<file path="src/rtl/ac_stream_arbiter.sv">
// Round-robin arbiter merging the a- and c-streams onto one tagged write port with burst grants.
// Latency: 1 cycle from accepted beat to out_valid; each grant costs one IDLE cycle.
// Backpressure: a single output slot; upstream ready drops while the slot is full and out_rdy is low.

package ising_config;
  localparam int num_bits = 8;
endpackage

module ac_stream_arbiter
  import ising_config::*;
#(
  parameter int burst_len = 4,
  parameter int cnt_width = 16
) (
  input  logic                 clk,
  input  logic                 rst,
  input  logic                 clr,
  input  logic [num_bits-1:0]  a_data,
  input  logic                 a_valid,
  output logic                 a_rdy,
  input  logic [num_bits-1:0]  c_data,
  input  logic                 c_valid,
  output logic                 c_rdy,
  output logic [num_bits-1:0]  out_data,
  output logic                 out_sel,
  output logic                 out_valid,
  input  logic                 out_rdy,
  output logic [cnt_width-1:0] a_count,
  output logic [cnt_width-1:0] c_count,
  output logic                 busy
);

  // Beat counter only needs to hold 0..burst_len-1; it returns to 0 on the last beat.
  localparam int bw = (burst_len > 1) ? $clog2(burst_len) : 1;
  localparam logic [bw-1:0] last_beat = bw'(burst_len - 1);

  typedef enum logic [1:0] {
    IDLE    = 2'd0,
    GRANT_A = 2'd1,
    GRANT_C = 2'd2
  } state_t;

  state_t        state;
  logic          rr_ptr;     // 0: a preferred on the next contended grant, 1: c preferred
  logic [bw-1:0] beat_cnt;
  logic          slot_free;
  logic          xfer_a;
  logic          xfer_c;

  assign slot_free = !out_valid || out_rdy;
  assign a_rdy     = (state == GRANT_A) && slot_free;
  assign c_rdy     = (state == GRANT_C) && slot_free;
  assign xfer_a    = a_valid && a_rdy;
  assign xfer_c    = c_valid && c_rdy;
  assign busy      = (state != IDLE) || out_valid;

  // Grant FSM: round-robin on contention, burst-limited, releases early when the other side waits.
  always_ff @(posedge clk or negedge rst) begin
    if (!rst) begin
      state    <= IDLE;
      rr_ptr   <= 1'b0;
      beat_cnt <= '0;
    end else if (clr) begin
      state    <= IDLE;
      rr_ptr   <= 1'b0;
      beat_cnt <= '0;
    end else begin
      case (state)
        IDLE: begin
          beat_cnt <= '0;
          if (a_valid && c_valid) begin
            state  <= rr_ptr ? GRANT_C : GRANT_A;
            rr_ptr <= ~rr_ptr;
          end else if (a_valid) begin
            state <= GRANT_A;
          end else if (c_valid) begin
            state <= GRANT_C;
          end
        end
        GRANT_A: begin
          if (xfer_a) begin
            if (beat_cnt == last_beat) begin
              state    <= IDLE;
              beat_cnt <= '0;
            end else begin
              beat_cnt <= beat_cnt + 1'b1;
            end
          end else if (!a_valid && c_valid) begin
            state    <= IDLE;
            beat_cnt <= '0;
          end
        end
        GRANT_C: begin
          if (xfer_c) begin
            if (beat_cnt == last_beat) begin
              state    <= IDLE;
              beat_cnt <= '0;
            end else begin
              beat_cnt <= beat_cnt + 1'b1;
            end
          end else if (!c_valid && a_valid) begin
            state    <= IDLE;
            beat_cnt <= '0;
          end
        end
        default: begin
          state    <= IDLE;
          beat_cnt <= '0;
        end
      endcase
    end
  end

  // Output slot: load on transfer, drain when downstream takes it, otherwise hold stable.
  always_ff @(posedge clk or negedge rst) begin
    if (!rst) begin
      out_data  <= '0;
      out_sel   <= 1'b0;
      out_valid <= 1'b0;
    end else if (clr) begin
      out_data  <= '0;
      out_sel   <= 1'b0;
      out_valid <= 1'b0;
    end else if (xfer_a) begin
      out_data  <= a_data;
      out_sel   <= 1'b0;
      out_valid <= 1'b1;
    end else if (xfer_c) begin
      out_data  <= c_data;
      out_sel   <= 1'b1;
      out_valid <= 1'b1;
    end else if (out_rdy) begin
      out_valid <= 1'b0;
    end
  end

  // Per-stream accepted-beat counters, saturating at all-ones for software readback.
  always_ff @(posedge clk or negedge rst) begin
    if (!rst) begin
      a_count <= '0;
      c_count <= '0;
    end else if (clr) begin
      a_count <= '0;
      c_count <= '0;
    end else begin
      if (xfer_a && (a_count != '1)) a_count <= a_count + 1'b1;
      if (xfer_c && (c_count != '1)) c_count <= c_count + 1'b1;
    end
  end

endmodule
</file>
<file path="config.mk">
export PLATFORM = sky130hd
export DESIGN_NAME = ac_stream_arbiter
export DESIGN_NICKNAME = d
export VERILOG_FILES = /design/src/rtl/ac_stream_arbiter.sv
export SDC_FILE = /design/constraint.sdc
export NUM_CORES = 1
export LEC_CHECK = 0
export CORE_AREA = 2 2 76 78
export DETAILED_ROUTE_END_ITERATION = 10
export DIE_AREA = 0 0 78 80
export PLACE_DENSITY = 0.92
export SYNTH_ARGS = -nofsm -noshare
export SYNTH_HDL_FRONTEND = slang
export SYNTH_SLANG_ARGS = --single-unit
</file>
<file path="constraint.sdc">
create_clock -name clk -period 3 [get_ports clk]
set_input_delay 0.3 -clock clk [delete_from_list [all_inputs] [get_ports clk]]
set_output_delay 0.3 -clock clk [all_outputs]
set_load 0.01 [all_outputs]
</file>
==> results list <==
- At the pin with the least slew margin, the transition time is 1.06 ns.
- I/O pin count: 67
* Top library cells by usage in the layout, fill and taps aside: sky130_fd_sc_hd__clkdlybuf4s50_1 (64), sky130_fd_sc_hd__dfrtp_1 (47), sky130_fd_sc_hd__nand2_1 (34), sky130_fd_sc_hd__nor2_1 (29), sky130_fd_sc_hd__a21oi_1 (15)
- In this run the tightest slew margin relative to its limit is 0.297.
- Count of H-tree levels built during CTS: 2
* Via count: 2,614
- Detailed router's first-iteration violation count: 257
- Overflow left after global routing: 0
- Counting every net in the synthesized netlist gives 326.
* Fin area: 3570 um2
- Result of the run: finished clean
- The pre-antenna-repair detailed-routing pass consisted of 4 iterations.
- Most used DFF post-synth: sky130_fd_sc_hd__dfrtp_1
* Clock buffer depth: 2
- Sequential fraction of the synthesis area: 0.419
* Port buffer count: 66
- At the worst endpoint, the arrival time is 1.83 ns.
- After layout, the design draws a total of 0.00134 W.
- Number of sinks driven by the clock tree: 47
- Setup_tns: 0 ns
- After detailed routing, the average wire length per cell comes to 16.2 um.
* Buffers inserted by post-CTS timing repair: 0
- Final weighted congestion in routability-driven placement: 0.879
* Most common cell after layout, fill and taps aside: sky130_fd_sc_hd__clkdlybuf4s50_1
- Ordered cell list for the critical path: inv_1 > ha_1 > and2_1 > clkdlybuf4s50_1
- The initial antenna violation count was 0.
- In the final layout, the share of cells above drive strength 1 is 0.0878.
- On the critical path the largest part of the delay comes from buffers and inverters.
- The floorplan step defined a die boundary enclosing 6240 um2.
- Post-detailed-placement cell area: 3460 um2
* DRC errors left: 0
- Number of cells on the worst reg-to-reg path: 5
- In the routed layout, each cell is associated on average with a via count of 6.15.
* Pwr/cell area: 375 nW/um2
* Required @ worst endpoint: 2.70 ns
- Post-synthesis cell type count: 53
- CTS placed an instance of sky130_fd_sc_hd__clkbuf_8 at the clock tree root.
* EDFF count, synth: 0
- Worst hold path class: primary input to asynchronous set/reset pin
- Instance count of the mapped netlist: 297
* Cell area after technology mapping: 2810 um2
- # resized after CTS: 0
* Total wire length after detailed routing: 6900 um
- The count of endpoints failing hold in the final timing report was 0.
* R2R Path End: a_count[4]
- Worst-Skew Late Latency: 0.31 ns
* Period minus WS final: 2.13 ns
- The critical path contains buffers and inverters numbering 2 combined.
* Depth of the critical timing path with buffers and inverters included: 4
* Final design utilization: 0.660
- TritonCTS built the clock tree.
* Capturing element type of the critical path: output pin
* Die Span X: 78 um
- Timing would allow up to 469 MHz.
* Maximum number of pins on one net before global-route repair: 48
- Die height: 80 um
- Worst clock skew: 0.0116 ns
- Along the worst path, the maximum fanout reaches 7.
- The net count of the finished layout is 382.
- Counting flops with an async set or reset pin after synthesis yields a share of 1.00.
* Worst R2R Start: a_count[0]
* RSZ-0062 raised after global routing: no
- The region available for standard cell placement spans 5410 um2.
* Synth-to-layout area growth: 27.0%
- Max incr delay on CP: 0.54 ns
* Diode insertion count for antenna repair: 0
* Reg-to-reg setup timing slack: 0.89 ns
- Reported leakage power: 1.44 nW
- IR analysis of the VDD net gives a maximum drop of 0.367 mV.
- Clock-pin slew on the worst setup and hold paths: 0.08 ns
- The first global-routing pass estimated 11,600 um of wire.
- A synthesized cell averages 9.45 um2.
* Max Transition Viols Final: 0
* Number of storage elements in the synthesis netlist: 47
- Yosys printed 0 warnings.
- Number of buffers created by CTS: 5
* Number of hold-repair buffers added at the cts stage: 0
- The initial utilization of the core area, before any placement, comes to 0.519.
- Across every metal layer, demand over resource in global routing totals 0.235.
- Setup violations remaining at the end of the flow were counted as 0.
- The floorplan has 27 rows.
- Kind of critical path: flip-flop to output pin
* Max-cap viol count: 0
- In the finished design, the share of the clock period the worst path needs comes to 0.711.
- Slowest-stage cell, CP: sky130_fd_sc_hd__clkdlybuf4s50_1
- Summed over all nets, the half-perimeter wirelength after detailed placement is 4890 um.
* Crit start category: flip-flop
- The number of global-route vias before repair is 2,540.
- The count of nets left with antenna violations once routing finished came out at 0.
==> state kept, by name, indices dropped and copies added, names as in the netlist <==
register,flops
out_sel,1
out_valid,1
beat_cnt,2
a_count,16
out_data,8
state,2
c_count,16
rr_ptr,1
==> per-layer routing <==
metal / GRT usage / vias to the layer above / wire length, um / share of wire
met1: 0.290 / 1278 / 2850 / 0.41
met3: 0.0509 / 17 / 421 / 0.061
li1: - / 1215 / - / -
met5: 0 / - / 0 / 0
met2: 0.397 / 104 / 3460 / 0.50
met4: 0.104 / 0 / 172 / 0.025
==> synth_stat cells (2+ instances only) <==
master	number	area share
sky130_fd_sc_hd__dfrtp_1	47	0.42
sky130_fd_sc_hd__nand2_1	34	0.045
sky130_fd_sc_hd__nor2_1	29	0.039
sky130_fd_sc_hd__a21oi_1	15	0.027
sky130_fd_sc_hd__a211oi_1	13	0.035
sky130_fd_sc_hd__mux2_2	13	0.052
sky130_fd_sc_hd__nor2b_1	13	0.029
sky130_fd_sc_hd__nand3_1	11	0.020
sky130_fd_sc_hd__buf_2	10	0.018
sky130_fd_sc_hd__a311oi_1	9	0.028
sky130_fd_sc_hd__and3_1	9	0.020
sky130_fd_sc_hd__ha_1	7	0.031
sky130_fd_sc_hd__nor3_1	7	0.012
sky130_fd_sc_hd__clkbuf_1	6	0.0080
sky130_fd_sc_hd__or4_1	6	0.016
sky130_fd_sc_hd__nand4_1	5	0.011
sky130_fd_sc_hd__o31ai_1	5	0.013
sky130_fd_sc_hd__and2_1	4	0.0089
sky130_fd_sc_hd__and4_1	4	0.012
sky130_fd_sc_hd__inv_1	4	0.0053
sky130_fd_sc_hd__nor4_1	4	0.0089
sky130_fd_sc_hd__a41oi_1	3	0.0094
sky130_fd_sc_hd__a32o_1	2	0.0071
sky130_fd_sc_hd__a32oi_1	2	0.0062
sky130_fd_sc_hd__buf_6	2	0.0080
sky130_fd_sc_hd__mux2i_1	2	0.0071
sky130_fd_sc_hd__nand2b_1	2	0.0045
sky130_fd_sc_hd__o211a_1	2	0.0071
sky130_fd_sc_hd__o21ai_0	2	0.0036
sky130_fd_sc_hd__o31a_1	2	0.0062
==> layout make-up <==
type / instances / area [um2]
fill: 437 / 1840
clock buffer: 6 / 72.6
timing repair buffer: 68 / 666
multi-input combinational: 226 / 1510
tap: 72 / 90.1
sequential: 47 / 1180
inverter: 5 / 18.8
clock inverter: 1 / 30.0
==> logic make-up after synthesis <==
logic type | synth area share
and+or+nand+nor | 0.273
AOI/OAI and AO/OA | 0.172
DFF | 0.419
buffers and inverters | 0.0419
muxes | 0.0593
adders and majority gates | 0.0312
xor gates and xnor gates | 0.00312
==> report_power, final <==
part	internal (W)	leakage [nW]	switching, W
clock	0.000244	0.0513	0.000214
combinational	0.000101	0.734	0.000107
sequential	0.000653	0.652	0.0000169
==> worst max path at each step <==
| stage | startpoint | to | slack (ns) |
|---|---|---|---|
| CTS | state[1] | a_rdy | 0.88 |
| global route | state[1] | a_rdy | 0.78 |
| detailed placement | out_rdy | a_count[15] | 0.78 |
| floorplan | a_count[0] | a_count[3] | 1.03 |
| global placement | a_valid | a_count[15] | 0.81 |
| finish | state[1] | a_rdy | 0.87 |
==> stage by stage <==
stage	hold slack (ns)	instances	setup WS [ns]
after global placement	0.499	418	0.811
after global routing	0.258	425	0.777
after detailed placement	0.519	418	0.776
after CTS	0.211	425	0.882
after floorplan	0.00441	297	1.03
final	0.176	425	0.868
No activity file was read; power rests on OpenSTA's default activity.
